[src/rtl/matmult_seq_ctrl_if.sv]
// rtl/matmult_seq_ctrl_if.sv - operand load, command and result stream bundle for matmult_seq_ctrl
interface matmult_seq_ctrl_if #(
   parameter int N  = 2,
   parameter int DW = 16,
   parameter int AW = 32
);
   localparam int IW = $clog2(N*N);
   localparam int CW = $clog2(N);

   logic          load_en;
   logic          load_sel;
   logic [IW-1:0] load_addr;
   logic [DW-1:0] load_data;
   logic          start;
   logic          busy;
   logic          done;
   logic          res_valid;
   logic          res_ready;
   logic [AW-1:0] res_data;
   logic [CW-1:0] res_row;
   logic [CW-1:0] res_col;
   logic          res_last;

   modport master (
      output load_en, load_sel, load_addr, load_data, start, res_ready,
      input  busy, done, res_valid, res_data, res_row, res_col, res_last
   );

   modport slave (
      input  load_en, load_sel, load_addr, load_data, start, res_ready,
      output busy, done, res_valid, res_data, res_row, res_col, res_last
   );
endinterface

[src/rtl/matmult_seq_ctrl.sv]
// rtl/matmult_seq_ctrl.sv - sequential NxN matrix multiply over one shared MAC with streamed results
module matmult_seq_ctrl #(
   parameter int N  = 2,
   parameter int DW = 16,
   parameter int AW = 32
) (
   input  logic                clk,
   input  logic                rst,
   matmult_seq_ctrl_if.slave   bus
);
   localparam int IW = $clog2(N*N);
   localparam int CW = $clog2(N);

   typedef enum logic [1:0] {IDLE, COMPUTE, DRAIN, FINISH} state_t;

   state_t        state, state_nx;
   logic [DW-1:0] a_mem [N*N];
   logic [DW-1:0] b_mem [N*N];
   logic [AW-1:0] c_mem [N*N];
   logic [AW-1:0] acc;
   logic [CW-1:0] i, j, k;

   logic          i_last, j_last, k_last, mac_last;
   logic [IW-1:0] a_idx, b_idx, c_idx;
   logic [2*DW-1:0] prod;
   logic [AW-1:0] mac_sum;
   logic          load_ok, drain;

   assign i_last   = (i == CW'(N-1));
   assign j_last   = (j == CW'(N-1));
   assign k_last   = (k == CW'(N-1));
   assign mac_last = i_last && j_last && k_last;

   assign a_idx   = IW'(int'(i) * N + int'(k));
   assign b_idx   = IW'(int'(k) * N + int'(j));
   assign c_idx   = IW'(int'(i) * N + int'(j));
   assign prod    = {{DW{1'b0}}, a_mem[a_idx]} * {{DW{1'b0}}, b_mem[b_idx]};
   assign mac_sum = acc + AW'(prod);

   assign load_ok = (state == IDLE) && bus.load_en &&
                    ({1'b0, bus.load_addr} < (IW+1)'(N*N));
   assign drain   = (state == DRAIN);

   // i/j double as the drain cursor, so the beat index is the same C address used by the MAC.
   assign bus.res_valid = drain;
   assign bus.res_data  = drain ? c_mem[c_idx] : '0;
   assign bus.res_row   = drain ? i : '0;
   assign bus.res_col   = drain ? j : '0;
   assign bus.res_last  = drain && i_last && j_last;
   assign bus.busy      = (state == COMPUTE) || drain;
   assign bus.done      = (state == FINISH);

   always_ff @(posedge clk or negedge rst) begin
      if (!rst) state <= IDLE;
      else      state <= state_nx;
   end

   always_comb begin
      state_nx = state;
      case (state)
         IDLE:    if (bus.start) state_nx = COMPUTE;
         COMPUTE: if (mac_last) state_nx = DRAIN;
         DRAIN:   if (bus.res_ready && bus.res_last) state_nx = FINISH;
         FINISH:  state_nx = IDLE;
         default: state_nx = IDLE;
      endcase
   end

   always_ff @(posedge clk or negedge rst) begin
      if (!rst) begin
         for (int n = 0; n < N*N; n++) begin
            a_mem[n] <= '0;
            b_mem[n] <= '0;
            c_mem[n] <= '0;
         end
         acc <= '0;
         i   <= '0;
         j   <= '0;
         k   <= '0;
      end else begin
         case (state)
            IDLE: begin
               if (load_ok) begin
                  if (bus.load_sel) b_mem[bus.load_addr] <= bus.load_data;
                  else              a_mem[bus.load_addr] <= bus.load_data;
               end
               if (bus.start) begin
                  acc <= '0;
                  i   <= '0;
                  j   <= '0;
                  k   <= '0;
               end
            end
            COMPUTE: begin
               if (k_last) begin
                  c_mem[c_idx] <= mac_sum;
                  acc <= '0;
                  k   <= '0;
                  if (j_last) begin
                     j <= '0;
                     i <= i_last ? '0 : i + CW'(1);
                  end else begin
                     j <= j + CW'(1);
                  end
               end else begin
                  acc <= mac_sum;
                  k   <= k + CW'(1);
               end
            end
            DRAIN: begin
               if (bus.res_ready) begin
                  if (j_last) begin
                     j <= '0;
                     i <= i_last ? '0 : i + CW'(1);
                  end else begin
                     j <= j + CW'(1);
                  end
               end
            end
            default: ;
         endcase
      end
   end
endmodule

[src/flat_wrapper.sv]
// flat-port wrapper written by rule: the top's interface ports become plain ports
module matmult_seq_ctrl_flat 
#(
   parameter int N  = 2,
   parameter int DW = 16,
   parameter int AW = 32
)
  (clk, rst, bus_load_en, bus_load_sel, bus_load_addr, bus_load_data, bus_start, bus_res_ready, bus_busy, bus_done, bus_res_valid, bus_res_data, bus_res_row, bus_res_col, bus_res_last);
  matmult_seq_ctrl_if #(.N(N), .DW(DW), .AW(AW)) bus_i ();
  input  logic clk;
  input  logic rst;
  input wire logic [$bits(bus_i.load_en)-1:0] bus_load_en;
  input wire logic [$bits(bus_i.load_sel)-1:0] bus_load_sel;
  input wire logic [$bits(bus_i.load_addr)-1:0] bus_load_addr;
  input wire logic [$bits(bus_i.load_data)-1:0] bus_load_data;
  input wire logic [$bits(bus_i.start)-1:0] bus_start;
  input wire logic [$bits(bus_i.res_ready)-1:0] bus_res_ready;
  output wire logic [$bits(bus_i.busy)-1:0] bus_busy;
  output wire logic [$bits(bus_i.done)-1:0] bus_done;
  output wire logic [$bits(bus_i.res_valid)-1:0] bus_res_valid;
  output wire logic [$bits(bus_i.res_data)-1:0] bus_res_data;
  output wire logic [$bits(bus_i.res_row)-1:0] bus_res_row;
  output wire logic [$bits(bus_i.res_col)-1:0] bus_res_col;
  output wire logic [$bits(bus_i.res_last)-1:0] bus_res_last;
  assign bus_i.load_en = bus_load_en;
  assign bus_i.load_sel = bus_load_sel;
  assign bus_i.load_addr = bus_load_addr;
  assign bus_i.load_data = bus_load_data;
  assign bus_i.start = bus_start;
  assign bus_i.res_ready = bus_res_ready;
  assign bus_busy = bus_i.busy;
  assign bus_done = bus_i.done;
  assign bus_res_valid = bus_i.res_valid;
  assign bus_res_data = bus_i.res_data;
  assign bus_res_row = bus_i.res_row;
  assign bus_res_col = bus_i.res_col;
  assign bus_res_last = bus_i.res_last;
  matmult_seq_ctrl #(.N(N), .DW(DW), .AW(AW)) u_core (.clk(clk), .rst(rst), .bus(bus_i));
endmodule
[config.mk]
export PLATFORM = sky130hd
export DESIGN_NAME = matmult_seq_ctrl_flat
export DESIGN_NICKNAME = d
export VERILOG_FILES = /design/src/rtl/matmult_seq_ctrl_if.sv /design/src/rtl/matmult_seq_ctrl.sv /design/src/flat_wrapper.sv
export SDC_FILE = /design/constraint.sdc
export NUM_CORES = 1
export LEC_CHECK = 0
export ABC_AREA = 1
export ABC_CLOCK_PERIOD_IN_PS = 5800
export CAP_MARGIN = 25
export CORE_ASPECT_RATIO = 1.2
export CORE_MARGIN = 2
export CORE_UTILIZATION = 57
export DETAILED_ROUTE_END_ITERATION = 8
export GPL_TIMING_DRIVEN = 0
export PLACE_DENSITY = 0.77
export SYNTH_ARGS = -nofsm -noshare
export SYNTH_HDL_FRONTEND = slang
export SYNTH_SLANG_ARGS = --single-unit
[constraint.sdc]
create_clock -name clk -period 5.8 [get_ports clk]
set_clock_uncertainty 0.1 [all_clocks]
set_input_delay 1.16 -clock clk [delete_from_list [all_inputs] [get_ports clk]]
set_output_delay 1.16 -clock clk [all_outputs]
set_load 0.01 [all_outputs]
==> out/results.txt <==
The tools report the worst flop-to-flop path endpoint as u_core.c_mem[15]$_DFFE_PN0P_. Once the floorplan was initialized, standard cells occupied 57.67% of the core. For this run, the number of Yosys warnings is 0. The number of remaining DRC errors is 0, and the number of storage elements in the synthesis netlist is 293.

Including well taps, the total number of placed cells is 3339. The tools report the final setup violation count as 115. The category of the most critical setup path is reg -> reg. The run gives 21646 as the number of global-route vias before repair. During I/O placement, the number of pins put on the boundary was 62.

Counting the buffers created by CTS gives 31. Yosys mapped a number of flops with a built-in enable equal to 0. The worst-case clock buffer depth came out at 3. For this design, the CTS-stage hold fixing added 0 buffers.

Clock-pin slew was measured on the worst setup and hold paths at 0.06 ns. After routing the design area is 0.02897 mm^2. Summing all placed instances gives a cell area of 0.02382 mm^2.

Relative to the synthesized area, the layout overhead comes to 29.97%. STA puts the critical path data required time at 6.16 ns. The average instance in the mapped netlist occupies 8.108 um^2. The path class of the tightest hold or removal check is in -> async. The clock period minus worst slack is 6.550 ns.

Data arrival time of the worst path: 6.91 ns. The area of the core region was 0.03865 mm^2; the number of iterations in the first detailed-routing pass was 6. The global placement routability congestion was 0.9518; the average wire per standard cell was 20.97 um.

Synthesis produced a netlist whose cell count is 2749. The most common flop cell mapped by yosys is sky130_fd_sc_hd__dfrtp_1. The overall global routing resource usage was 36.80%. The wire-length estimate of the detail-placed layout is 51860 um. The tools report the total congestion overflow as 0.

The worst register-to-register path has a depth of 25. For the pin with the worst max-slew slack, the measured transition is 0.7284 ns. Timing would allow up to 152.7 MHz. The most used standard cell by instance count after synthesis was sky130_fd_sc_hd__nand2_1.

0 antenna diodes ended up in the layout. Clock tree synthesis found a total of 293 sinks. In this run the remaining antenna-violating nets after routing total 0. Setup repair after global routing could not meet its margin everywhere. For this run, the post-layout net count is 3369.

The non-filler instance count after layout is 3563. The cell area that synthesis handed to floorplanning was 0.02229 mm^2. For the overall via count from detail_route, the log shows 20805. The checks that failed: negative setup slack. The post-synthesis cell type count was 29. The worst register-to-register path has a setup slack of -0.75 ns. Cells with a size suffix above 1 make up 22.46% of the layout.

Of all flip-flops after synthesis, the portion carrying an async set or reset was 100.0%. Worst-case setup margin in the final layout: -0.7503 ns. The synthesized design spends more area on one cell type than any other, namely sky130_fd_sc_hd__dfrtp_1.

The endpoint class of the critical path was a flop. The tools report the startpoint of the most critical register-to-register path as u_core.k$_DFFE_PN0P_. The row count was 79; the max-cap check violation count was 0. Initial DRC count: 2029. Of all nets on the critical path, the largest fanout is 6. The die covers 0.04071 mm^2. Measured against its own limit, the worst slew margin works out to 51.44%.

First-pass GRT wire length: 114400 um. The flow ran to the end, but the final reports show violations. The deepest level of the CTS H-tree was 1; the width of the die was 184.5 um.

After detailed routing, the number of vias per cell comes to 5.839. The die height was 220.6 um; the sum of negative setup slack was -60.72 ns. The clock root buffer was sky130_fd_sc_hd__clkbuf_16. The period utilization was 112.9%; the part of the Yosys area used for sequential elements was 32.90%. Entering global routing, the biggest net connects 126 pins. The run gives 0 as the number of slew-limit violations in the final report. After detailed routing, the total wire length is 74710 um. During placement, the flow inserted port buffers numbering 61. By area the synthesized netlist is led by sky130_fd_sc_hd__dfrtp_1 33%, sky130_fd_sc_hd__fa_1 20%, sky130_fd_sc_hd__nand2_1 14%. The area share of the largest cell type after synthesis came out at 32.90%. The commonest cells after synthesis are 809 x sky130_fd_sc_hd__nand2_1, 496 x sky130_fd_sc_hd__inv_1, 293 x sky130_fd_sc_hd__dfrtp_1. TritonCTS built the clock tree.

The tools report the hold violation total from the final report as 0. The initial antenna violation count came out at 0. The type of element launching the critical path was a flop.

Prior to clock tree synthesis, the placed netlist has a worst setup slack of -1.414 ns. The run gives 3103 as the net count after synthesis. The clock latency of the later-clocked register in the worst-skew pair was 0.61 ns.
[stage by stage]
| step | hold slack (ns) | util (%) |
|---|---|---|
| final | 0.3609 | 74.95 |
| after detailed placement | 0.3663 | 61.64 |
| after global routing | 0.3926 | 74.95 |
| after CTS | 0.3635 | 71.89 |
| after floorplan | 0.3491 | - |
| after global placement | 0.3642 | 61.46 |
[critical path, stage by stage (launching register included)]
cell                       delay (ns)
sky130_fd_sc_hd__dfrtp_2         0.46
sky130_fd_sc_hd__inv_4           0.14
sky130_fd_sc_hd__buf_12          0.17
sky130_fd_sc_hd__buf_12          0.15
sky130_fd_sc_hd__a21oi_2         0.05
sky130_fd_sc_hd__a32oi_4         0.26
sky130_fd_sc_hd__buf_6           0.17
sky130_fd_sc_hd__buf_12          0.11
sky130_fd_sc_hd__nand2_2         0.06
sky130_fd_sc_hd__fa_1            0.55
sky130_fd_sc_hd__fa_1            0.45
sky130_fd_sc_hd__fa_1            0.51
sky130_fd_sc_hd__inv_2           0.05
sky130_fd_sc_hd__fa_1            0.51
sky130_fd_sc_hd__fa_1            0.52
sky130_fd_sc_hd__inv_1           0.05
sky130_fd_sc_hd__fa_1            0.57
sky130_fd_sc_hd__inv_2           0.07
sky130_fd_sc_hd__ha_4            0.32
sky130_fd_sc_hd__nand2_4         0.09
sky130_fd_sc_hd__nor2_4          0.13
sky130_fd_sc_hd__nand3_2         0.10
sky130_fd_sc_hd__nand3b_1        0.24
sky130_fd_sc_hd__buf_6           0.15
sky130_fd_sc_hd__xor2_4          0.29
sky130_fd_sc_hd__o21ai_1         0.12
[kinds of logic (layout without fill, tap and decap cells)]
kind of cell | after synthesis | after routing | share of synthesized area [%]
buffers and inverters | 620 | 908 | 10.70
XOR/XNOR | 14 | 14 | 0.5501
AND/OR/NAND/NOR | 1096 | 1096 | 19.23
AO/OA/AOI/OAI | 396 | 396 | 10.52
flip-flops | 293 | 293 | 32.90
adder cells (fa/ha/maj) | 330 | 330 | 26.10
[state kept, by name (all words and copies together) (netlist names)]
signal	cells
u_core.c_mem	128
u_core.a_mem	64
u_core.b_mem	64
u_core.acc	32
u_core.state	2
u_core.i	1
u_core.j	1
u_core.k	1
[cell usage in the layout, fill, tap and decap left out, drive strengths merged, types with 2 or more instances in the layout]
cell,synthesis,routed
o21ai,217,217
xnor2,8,8
nand4,4,4
clkbuf,68,110
clkdlybuf4s50,0,60
bufinv,0,2
a21oi,72,72
nand3,92,92
fa,225,225
a221oi,11,11
clkinv,0,10
inv,509,509
buf,43,214
nand3b,11,11
clkinvlp,0,2
xor2,6,6
a22oi,41,41
o22ai,20,20
ha,105,105
nor2,179,179
nand2,809,809
a32oi,32,32
dfrtp,293,293
[what timing repair did]
item                       in CTS  in global routing
cloned                          6                  1
buffers inserted              138                 27
gates resized for setup       377                264
pin swaps                     156                124
setup endpoints to repair     125                125
[routing by layer]
layer	wire length, um	track usage [%]	up-vias
met1	26100	43.11	10248
met5	0	0	-
met3	5806	6.122	395
met2	37060	63.35	1157
li1	-	-	9005
met4	5733	22.93	0
[area by class of cell]
class | count | area (um^2)
buffer | 109 | 854.6
clock buffer | 41 | 883.3
clock inverter | 14 | 148.9
fill | 2646 | 9681
inverter | 509 | 1961
multi-input combinational | 1836 | 14670
sequential | 293 | 7335
tap | 526 | 658.1
timing repair buffer | 235 | 2460
[worst max-delay path by stage]
stage / startpoint / to / slack [ns]
global route: u_core.k$_DFFE_PN0P_ / u_core.acc[15]$_DFFE_PN0P_ / -0.84
detailed placement: u_core.k$_DFFE_PN0P_ / u_core.c_mem[45]$_DFFE_PN0P_ / -1.41
floorplan: u_core.k$_DFFE_PN0P_ / u_core.c_mem[119]$_DFFE_PN0P_ / -0.007
global placement: rst / u_core.b_mem[55]$_DFFE_PN0P_ / -8.79
finish: u_core.k$_DFFE_PN0P_ / u_core.c_mem[15]$_DFFE_PN0P_ / -0.75
CTS: u_core.k$_DFFE_PN0P_ / u_core.c_mem[15]$_DFFE_PN0P_ / -0.51
Power is left out: the tool's default activity adds up to more than one toggle a clock period on the data nets, which glitch-free logic cannot reach.
